<file path="src/rtl/mem_access_stage_pkg.sv">
// Shared types and encodings for the memory access stage.
// Imported by the stage top, its bus interface and the write-back mux.
package mem_access_stage_pkg;

  typedef logic [15:0] data_t;
  typedef logic [3:0]  reg_addr_t;

  localparam logic [1:0] WB_ALU = 2'b00;
  localparam logic [1:0] WB_RAM = 2'b01;
  localparam logic [1:0] WB_PC  = 2'b10;
  localparam logic [1:0] WB_IH  = 2'b11;

  localparam logic RAM_RD = 1'b0;
  localparam logic RAM_WR = 1'b1;

  typedef enum logic [1:0] {
    S_IDLE   = 2'd0,
    S_ACCESS = 2'd1,
    S_DONE   = 2'd2
  } mem_state_t;

endpackage

</file>
<file path="src/rtl/mem_access_stage_if.sv">
// RAM/serial bus with a req/ack handshake.
// The stage is the master; the memory side is the slave.
interface mem_access_stage_if;
  import mem_access_stage_pkg::*;

  logic  ram_req;
  logic  ram_we;
  data_t ram_addr;
  data_t ram_wdata;
  data_t ram_rdata;
  logic  ram_ack;

  modport master (
    output ram_req, ram_we,
    output ram_addr, ram_wdata,
    input  ram_rdata, ram_ack
  );

  modport slave (
    input  ram_req, ram_we,
    input  ram_addr, ram_wdata,
    output ram_rdata, ram_ack
  );

endinterface

</file>
<file path="src/rtl/mem_access_stage_wb_data_mux.sv">
// Write-back source select on DATA_OP.
// Purely combinational 4:1 mux.
module wb_data_mux
  import mem_access_stage_pkg::*;
(
  input  logic [1:0] i_sel,
  input  data_t      i_alu,
  input  data_t      i_ram,
  input  data_t      i_pc,
  input  data_t      i_ih,
  output data_t      o_data
);

  always_comb begin
    o_data = i_alu;
    unique case (i_sel)
      WB_ALU: o_data = i_alu;
      WB_RAM: o_data = i_ram;
      WB_PC:  o_data = i_pc;
      WB_IH:  o_data = i_ih;
      default: o_data = i_alu;
    endcase
  end

endmodule

</file>
<file path="src/rtl/mem_access_stage.sv">
// Memory stage: runs loads/stores on the req/ack bus, stalls upstream,
// serves the serial status word locally and aborts hung accesses.
module mem_access_stage
  import mem_access_stage_pkg::*;
#(
  parameter int    WAIT_MAX       = 15,
  parameter data_t UART_STAT_ADDR = 16'hBF01
) (
  input  logic        clk,
  input  logic        rst,
  input  logic        EXE_MEM_RAM_EN,
  input  logic        EXE_MEM_RAM_OP,
  input  logic [1:0]  EXE_MEM_DATA_OP,
  input  logic        EXE_MEM_REG_OP,
  input  data_t       EXE_MEM_ALU_ANSWER,
  input  data_t       EXE_MEM_RAM_WB_DATA,
  input  data_t       EXE_MEM_PC,
  input  data_t       EXE_MEM_IH,
  input  reg_addr_t   EXE_MEM_WB_ADDR,
  input  logic        uart_data_ready,
  input  logic        uart_tbre,
  input  logic        uart_tsre,
  mem_access_stage_if.master bus,
  output logic        MEM_STALL,
  output logic        MEM_ERR,
  output data_t       NEW_MEM_WB_DATA,
  output reg_addr_t   NEW_MEM_WB_ADDR,
  output logic        NEW_MEM_WB_REG_OP
);

  localparam logic [7:0] W_LAST = 8'(WAIT_MAX - 1);

  mem_state_t r_state;
  mem_state_t w_state_nxt;
  logic       r_req;
  logic       r_we;
  data_t      r_addr;
  data_t      r_wdata;
  data_t      r_rdata;
  logic [7:0] r_wait_cnt;
  logic       r_err;

  logic  w_stat_rd;
  logic  w_bus_go;
  logic  w_timeout;
  data_t w_ram_src;
  data_t w_stat_word;

  assign w_stat_rd = EXE_MEM_RAM_EN
                   & (EXE_MEM_RAM_OP == RAM_RD)
                   & (EXE_MEM_ALU_ANSWER == UART_STAT_ADDR);
  assign w_bus_go  = EXE_MEM_RAM_EN & ~w_stat_rd;
  assign w_timeout = ~bus.ram_ack & (r_wait_cnt == W_LAST);

  assign w_stat_word = {14'b0, uart_data_ready, uart_tbre & uart_tsre};

  always_comb begin
    w_state_nxt = r_state;
    MEM_STALL   = 1'b0;
    w_ram_src   = 16'h0000;
    unique case (r_state)
      S_IDLE: begin
        MEM_STALL = w_bus_go;
        if (w_stat_rd) w_ram_src = w_stat_word;
        if (w_bus_go) w_state_nxt = S_ACCESS;
      end
      S_ACCESS: begin
        MEM_STALL = 1'b1;
        if (bus.ram_ack || w_timeout) w_state_nxt = S_DONE;
      end
      S_DONE: begin
        w_ram_src   = r_rdata;
        w_state_nxt = S_IDLE;
      end
      default: w_state_nxt = S_IDLE;
    endcase
  end

  // ack outranks a timeout landing on the same edge
  always_ff @(posedge clk) begin
    if (rst) begin
      r_state    <= S_IDLE;
      r_req      <= 1'b0;
      r_we       <= 1'b0;
      r_addr     <= '0;
      r_wdata    <= '0;
      r_rdata    <= '0;
      r_wait_cnt <= '0;
      r_err      <= 1'b0;
    end else begin
      r_state <= w_state_nxt;
      r_err   <= 1'b0;
      unique case (r_state)
        S_IDLE: begin
          if (w_bus_go) begin
            r_req      <= 1'b1;
            r_we       <= EXE_MEM_RAM_OP;
            r_addr     <= EXE_MEM_ALU_ANSWER;
            r_wdata    <= EXE_MEM_RAM_WB_DATA;
            r_wait_cnt <= '0;
          end
        end
        S_ACCESS: begin
          if (bus.ram_ack) begin
            r_req <= 1'b0;
            if (r_we == RAM_RD) r_rdata <= bus.ram_rdata;
          end else if (w_timeout) begin
            r_req   <= 1'b0;
            r_rdata <= 16'hFFFF;
            r_err   <= 1'b1;
          end else begin
            r_wait_cnt <= r_wait_cnt + 8'd1;
          end
        end
        default: ;
      endcase
    end
  end

  wb_data_mux u_wb_mux (
    .i_sel  (EXE_MEM_DATA_OP),
    .i_alu  (EXE_MEM_ALU_ANSWER),
    .i_ram  (w_ram_src),
    .i_pc   (EXE_MEM_PC),
    .i_ih   (EXE_MEM_IH),
    .o_data (NEW_MEM_WB_DATA)
  );

  assign NEW_MEM_WB_ADDR   = EXE_MEM_WB_ADDR;
  assign NEW_MEM_WB_REG_OP = EXE_MEM_REG_OP & ~MEM_STALL;
  assign MEM_ERR           = r_err;

  assign bus.ram_req   = r_req;
  assign bus.ram_we    = r_we;
  assign bus.ram_addr  = r_addr;
  assign bus.ram_wdata = r_wdata;

endmodule

</file>
<file path="src/flat_wrapper.sv">
// flat-port wrapper written by rule: the top's interface ports become plain ports
module mem_access_stage_flat import mem_access_stage_pkg::*;
#(
  parameter int    WAIT_MAX       = 15,
  parameter data_t UART_STAT_ADDR = 16'hBF01
)
  (clk, rst, EXE_MEM_RAM_EN, EXE_MEM_RAM_OP, EXE_MEM_DATA_OP, EXE_MEM_REG_OP, EXE_MEM_ALU_ANSWER, EXE_MEM_RAM_WB_DATA, EXE_MEM_PC, EXE_MEM_IH, EXE_MEM_WB_ADDR, uart_data_ready, uart_tbre, uart_tsre, MEM_STALL, MEM_ERR, NEW_MEM_WB_DATA, NEW_MEM_WB_ADDR, NEW_MEM_WB_REG_OP, bus_ram_req, bus_ram_we, bus_ram_addr, bus_ram_wdata, bus_ram_rdata, bus_ram_ack);
  mem_access_stage_if bus_i ();
  input  logic clk;
  input  logic rst;
  input  logic EXE_MEM_RAM_EN;
  input  logic EXE_MEM_RAM_OP;
  input  logic [1:0] EXE_MEM_DATA_OP;
  input  logic EXE_MEM_REG_OP;
  input  data_t EXE_MEM_ALU_ANSWER;
  input  data_t EXE_MEM_RAM_WB_DATA;
  input  data_t EXE_MEM_PC;
  input  data_t EXE_MEM_IH;
  input  reg_addr_t EXE_MEM_WB_ADDR;
  input  logic uart_data_ready;
  input  logic uart_tbre;
  input  logic uart_tsre;
  output logic MEM_STALL;
  output logic MEM_ERR;
  output data_t NEW_MEM_WB_DATA;
  output reg_addr_t NEW_MEM_WB_ADDR;
  output logic NEW_MEM_WB_REG_OP;
  output wire logic [$bits(bus_i.ram_req)-1:0] bus_ram_req;
  output wire logic [$bits(bus_i.ram_we)-1:0] bus_ram_we;
  output wire logic [$bits(bus_i.ram_addr)-1:0] bus_ram_addr;
  output wire logic [$bits(bus_i.ram_wdata)-1:0] bus_ram_wdata;
  input wire logic [$bits(bus_i.ram_rdata)-1:0] bus_ram_rdata;
  input wire logic [$bits(bus_i.ram_ack)-1:0] bus_ram_ack;
  assign bus_ram_req = bus_i.ram_req;
  assign bus_ram_we = bus_i.ram_we;
  assign bus_ram_addr = bus_i.ram_addr;
  assign bus_ram_wdata = bus_i.ram_wdata;
  assign bus_i.ram_rdata = bus_ram_rdata;
  assign bus_i.ram_ack = bus_ram_ack;
  mem_access_stage #(.WAIT_MAX(WAIT_MAX), .UART_STAT_ADDR(UART_STAT_ADDR)) u_core (.clk(clk), .rst(rst), .EXE_MEM_RAM_EN(EXE_MEM_RAM_EN), .EXE_MEM_RAM_OP(EXE_MEM_RAM_OP), .EXE_MEM_DATA_OP(EXE_MEM_DATA_OP), .EXE_MEM_REG_OP(EXE_MEM_REG_OP), .EXE_MEM_ALU_ANSWER(EXE_MEM_ALU_ANSWER), .EXE_MEM_RAM_WB_DATA(EXE_MEM_RAM_WB_DATA), .EXE_MEM_PC(EXE_MEM_PC), .EXE_MEM_IH(EXE_MEM_IH), .EXE_MEM_WB_ADDR(EXE_MEM_WB_ADDR), .uart_data_ready(uart_data_ready), .uart_tbre(uart_tbre), .uart_tsre(uart_tsre), .bus(bus_i), .MEM_STALL(MEM_STALL), .MEM_ERR(MEM_ERR), .NEW_MEM_WB_DATA(NEW_MEM_WB_DATA), .NEW_MEM_WB_ADDR(NEW_MEM_WB_ADDR), .NEW_MEM_WB_REG_OP(NEW_MEM_WB_REG_OP));
endmodule
</file>
<file path="config.mk">
export PLATFORM = sky130hd
export DESIGN_NAME = mem_access_stage_flat
export DESIGN_NICKNAME = d
export VERILOG_FILES = /design/src/rtl/mem_access_stage_pkg.sv /design/src/rtl/mem_access_stage_if.sv /design/src/rtl/mem_access_stage_wb_data_mux.sv /design/src/rtl/mem_access_stage.sv /design/src/flat_wrapper.sv
export SDC_FILE = /design/constraint.sdc
export NUM_CORES = 1
export LEC_CHECK = 0
export CAP_MARGIN = 15
export CORE_AREA = 2 2 120 75
export CTS_CLUSTER_SIZE = 30
export DETAILED_ROUTE_END_ITERATION = 6
export DIE_AREA = 0 0 122 77
export GPL_ROUTABILITY_DRIVEN = 1
export PLACE_DENSITY_LB_ADDON = 0.12
export SLEW_MARGIN = 20
export SYNTH_ARGS = -nofsm -noshare
export SYNTH_HDL_FRONTEND = slang
export SYNTH_SLANG_ARGS = --single-unit
</file>
<file path="constraint.sdc">
create_clock -name clk -period 3.6 [get_ports clk]
set_clock_uncertainty 0.1 [all_clocks]
set_input_delay 1.08 -clock clk [delete_from_list [all_inputs] [get_ports clk]]
set_output_delay 1.08 -clock clk [all_outputs]
set_load 0.02 [all_outputs]
</file>
==> Word level (Yosys, flattened, before mapping) <==
Cells that the tools add are included.
{ "totals": {"inputBits": 95, "elab_cells": 63, "reg_bits": 61} }
{ "classes": {"mux": 19, "bitwise": 11, "reduce_logical": 11, "n_addsub": 1, "eq_ne": 13} }
{ "op_table": {"columns": ["operator", "count"], "rows": [
  ["16-bit one-hot mux with 4 select lines", 1],
  ["16-bit two-way mux", 3],
  ["16-bit one-hot mux with 2 select lines", 1],
  ["8-bit two-way mux", 3],
  ["16-bit == test (second input constant)", 1],
  ["8-bit one-hot mux with 2 select lines", 1],
  ["8-bit by 1-bit adder with 8-bit output (second input constant)", 1],
  ["8-bit by 4-bit == test with 1-bit output (second input constant)", 1],
  ["1-bit bitwise AND", 6],
  ["2-bit == test (second input constant)", 3],
  ["2-bit two-way mux", 3],
  ["2-bit != test (second input constant)", 3],
  ["3-bit AND reduction", 2],
  ["1-bit inverter", 5],
  ["2-bit by 1-bit == test with 1-bit output (second input constant)", 2],
  ["2-bit logical NOT", 2],
  ["1-bit two-way mux", 4],
  ["2-bit by 1-bit != test with 1-bit output (second input constant)", 2],
  ["1-bit one-hot mux with 2 select lines", 2],
  ["2-bit one-hot mux with 2 select lines", 1],
  ["2-bit AND reduction", 2],
  ["4-bit AND reduction", 1],
  ["2-bit nonzero test", 2],
  ["3-bit by 2-bit != test with 1-bit output (second input constant)", 1],
  ["other kinds (2)", 2]
]} }

==> Depth between registers and ports, before layout <==
{ "depth": {"ltp_word": 8, "mapped_depth": 7, "mapped_depth_nobuf": 6} }

==> Cells and area by module <==
From an unflattened synthesis, not the netlist that was laid out.
{ "hier_totals": {"hier_cells": 348, "hier_area_um2": 3276.9} }
{ "modules_own_cells": {"columns": ["mod", "cells_each", "area_each_um2", "n_inst", "seq_area_each_um2"], "rows": [
  ["mem_access_stage", 328, 2852.7, 1, 1221.2],
  ["wb_data_mux", 20, 424.2, 1, 0.0]
]} }

==> Worst setup path after synthesis <==
No wires, ideal clock.
{ "synth_timing": {"kind": "input port to output port", "from": "input port EXE_MEM_DATA_OP[0]", "to": "output port NEW_MEM_WB_DATA[10]", "arrival_time_ps": 2290, "cell_stages": 6, "t_required_ps": 2420, "setup_slack_ps": 130, "path_cell_list": "clkbuf_1 or2_2 clkbuf_1 clkbuf_1 nor2_1 nor2_1"} }
{ "synth_via": {"elab_chain_cells": 2} }
{ "synth_rtl": {"columns": ["item", "line_no", "rtl"], "rows": [
  ["start, declared", "flat_wrapper.sv:13", "input logic [1:0] EXE_MEM_DATA_OP;"],
  ["2-bit == test, or another cell as far along", "mem_access_stage_wb_data_mux.sv:16", "unique case (i_sel)"],
  ["16-bit one-hot mux with 4 select lines *", "mem_access_stage_wb_data_mux.sv:16", null],
  ["end, declared", "flat_wrapper.sv:25", "output data_t NEW_MEM_WB_DATA;"]
]} }
Mark *: on every way between the ends. The rest lies on a longest branch, timed or not.

==> Worst setup path in the final report <==
{ "layout_timing": {"from": "input port EXE_MEM_DATA_OP[0]", "to": "output port NEW_MEM_WB_DATA[5]"} }
Same word-level chain as after synthesis.

==> run_results.csv <==
group,metric,value,unit
sta,fin_setup_tns,0,ps
layout,final_util,0.6836,
global_route,grt_max_degree,56,
placement,placed_cells,659,
critical_path,worstSetupPathType,"in -> out",
synthesis,synth_xor_area_frac,0,
die,coreArea,8295,sq um
placement,io_buffers,143,
routing,drt_iter0_drc,203,
min_path,hold_depth,2,
layout,syn_to_final_growth,65.95,%
layout,final_common_cell,"clkdlybuf4s50_1",
routing,routedWlPerCell,17.38,um
synthesis,synth_cell_type_count,44,
global_route,antenna_found_initial,0,
clock_network,path_clk_slew,50,ps
synthesis,avgSynthCellArea,8.416,sq um
sta,fmax,280.1,MHz
sta,max_slew_margin,0.3016,
power,power.density,361.4,nW/um^2
critical_path,reg2reg_depth,4,
routing,viasPerCell,5.277,
critical_path,critPathRequiredTime,2420,ps
critical_path,arrival,2390,ps
synthesis,synth-edff-count,0,
synthesis,synth-seq-cells,61,
routing,detail-route-antenna-nets,0,
critical_path,worstSetupEndpointType,"output pin",
layout,nets,678,
synthesis,ys.flop_type,"dfxtp_1",
critical_path,cp_max_fo,7,
die,chipHeight,77,um
routing,dr.pass1.iters,5,
global_route,grt_pass1_wl,18.35,mm
die,dieArea,9394,sq um
sta,rsz0062_at_grt,"yes",
sta,maxSlewViolCount,0,
min_path,hp-start,"u_core.bus.ram_addr[3]$_SDFFE_PP0P_",
min_path,whs_endpoint,"u_core.bus.ram_addr[3]$_SDFFE_PP0P_",
sta,finalSetupViolations,0,
synthesis,synth-compound-area-share,0.1465,
sta,hold_violations,0,
power,irDropWorstVdd,0.2381,mV
power,p_int,1.478,mW
power,netSwitchingPower,571.6,uW
routing,routed_wl,12.09,mm
layout,stdcell_count,696,
die,rows,26,
layout,layout-drive-gt1-share,0.2209,
clock_network,insertion_delay,330,ps
power,power.leakage,2.247,nW
synthesis,syn_inst,406,
power,switching_share,0.2789,
global_route,overflow,0,
synthesis,synth_top_family_by_area,"simple AND/OR/NAND/NOR gates",
power,seqPwrFrac,0.364,
critical_path,reg2reg_to,"u_core.r_wait_cnt[4]$_SDFFE_PP0P_",
placement,place.detailed.hpwl,8.230,mm
routing,vias,3673,
critical_path,r2r-start,"u_core.r_wait_cnt[4]$_SDFFE_PP0P_",
power,clkPwrFrac,0.383,
min_path,hp-class,"reg -> reg",
critical_path,start_kind,"primary input",
synthesis,yosys.area_share.simple,0.2929,
clock_network,numCtsBuffers,9,
synthesis,muxShareOfSynthArea,0.1025,
sta,fin_crit_sh,0.9919,
synthesis,seq_area_frac_synth,0.3574,
critical_path,regToRegSetupSlack,1140,ps
placement,place.gp.congestion,0.8868,
clock_network,htree_levels,3,
synthesis,syn_area,3417,sq um
clock_network,cts.path.max_buffers,2,
clock_network,holdBufCountCts,0,
synthesis,async_flop_share,0,
clock_network,root_buffer,"clkbuf_16",
layout,diodes,0,
clock_network,cts_sinks,61,
run,max_cap_viol_count,0,
run_status,status,"completed",
global_route,grt_pass1_vias,3474,
die,die_w,122,um
synthesis,yosys.area_share.adder,0.007323,
clock_network,cts_tree,"yes",
sta,worst_slew_pin_slew,1043,ps
power,p_comb_frac,0.253,
layout,layout_common_cells,"105 x clkdlybuf4s50_1, 69 x nand2b_1, 61 x dfxtp_1",
synthesis,ys_warn_count,0,
synthesis,synthesis.nets,503,
sta,fin_crit,3571,ps
die,initial_utilization,0.4119,
global_route,grtUsageTotal,0.2522,
die,boundaryPins,152,
sta,hold_slack,371.1,ps
routing,remaining_drc_errors,0,
[stage by stage]
stage	setup slack, ps	instance area (sq um)	power (mW)
finish	29.29	5670	2.049
global route	-24.18	5670	2.140
CTS	-40.63	5503	2.037
detailed placement	-958.4	5042	1.245
global placement	-861.9	5042	1.238
floorplan	130.2	3417	0.9925
[sequential cells by signal, summed over array words and instances (netlist names)]
register and cells:
u_core.bus.ram_addr 16, u_core.bus.ram_wdata 16, u_core.r_rdata 16, u_core.r_wait_cnt 8, u_core.r_state 2, u_core.MEM_ERR 1, u_core.bus.ram_req 1, u_core.bus.ram_we 1
[Yosys cell counts, types with 3 or more instances]
cell,instances,area share
nand3_1,4,0.0059
nor2b_1,3,0.0055
nand3b_1,5,0.011
o21a_1,3,0.0066
clkbuf_8,4,0.016
o32ai_1,5,0.013
nand2b_1,69,0.13
nor2_1,31,0.034
dfxtp_1,61,0.36
clkbuf_1,18,0.020
buf_2,5,0.0073
a221oi_1,14,0.036
o21ai_0,7,0.010
a21oi_1,34,0.050
inv_1,19,0.021
buf_4,7,0.015
or3_1,3,0.0055
nor3_1,21,0.031
nor4_1,18,0.033
nand2_1,9,0.0099
mux2i_1,35,0.10
[final cells by class]
class                      count  area (sq um)
fill                         658          2625
multi-input combinational    287          2148
timing repair buffer         202          1819
sequential                    61          1221
clock buffer                  12         256.5
tap                          112         140.1
inverter                      20         75.07
clock inverter                 2         10.01
[worst max path at each step]
stage / startpoint / to / slack (ps) / cells after the start
final: EXE_MEM_DATA_OP[0] / NEW_MEM_WB_DATA[5] / 30 / 7
after global routing: EXE_MEM_DATA_OP[0] / NEW_MEM_WB_DATA[7] / -20 / 7
after CTS: EXE_MEM_ALU_ANSWER[7] / NEW_MEM_WB_DATA[1] / -40 / 7
after detailed placement: EXE_MEM_ALU_ANSWER[5] / NEW_MEM_WB_DATA[0] / -960 / 7
after global placement: EXE_MEM_ALU_ANSWER[5] / NEW_MEM_WB_DATA[0] / -860 / 7
after floorplan: EXE_MEM_DATA_OP[0] / NEW_MEM_WB_DATA[10] / 130 / 6
[what timing repair did]
action / in CTS / in global routing
gates resized for setup: 147 / 32
buffers inserted: 12 / 12
gates cloned: 1 / 0
pin swaps: 11 / 15
hold endpoints to repair: 0 / 0
endpoints found under the setup margin: 18 / 49
[critical path, cell delays in order]
cell,delay [ps]
dlygate4sd2_1,270
nor4bb_2,170
buf_4,190
buf_4,160
a221oi_4,290
nor2_1,70
buf_2,160
[layer usage]
layer,GRT usage,wire length [um]
met1,0.3314,5350
met2,0.3966,5444
met3,0.08780,1141
met4,0.05977,157
met5,0,0
[power by group through the flow]
stage | Combinational [mW] | Clock, mW | Sequential [mW]
detailed placement | 0.490 | 0 | 0.754
floorplan | 0.209 | 0 | 0.784
global placement | 0.486 | 0 | 0.753
CTS | 0.495 | 0.798 | 0.744
global route | 0.552 | 0.839 | 0.749
finish | 0.519 | 0.784 | 0.746
[kinds of logic (layout without fill, tap and decap cells)]
family / Yosys count / in the layout
simple gates: 176 / 176
compound gates: 74 / 74
flops: 61 / 61
buf+inv: 58 / 236
mux: 35 / 35
fa+ha+maj: 2 / 2
(Power assumes the default switching activity.)
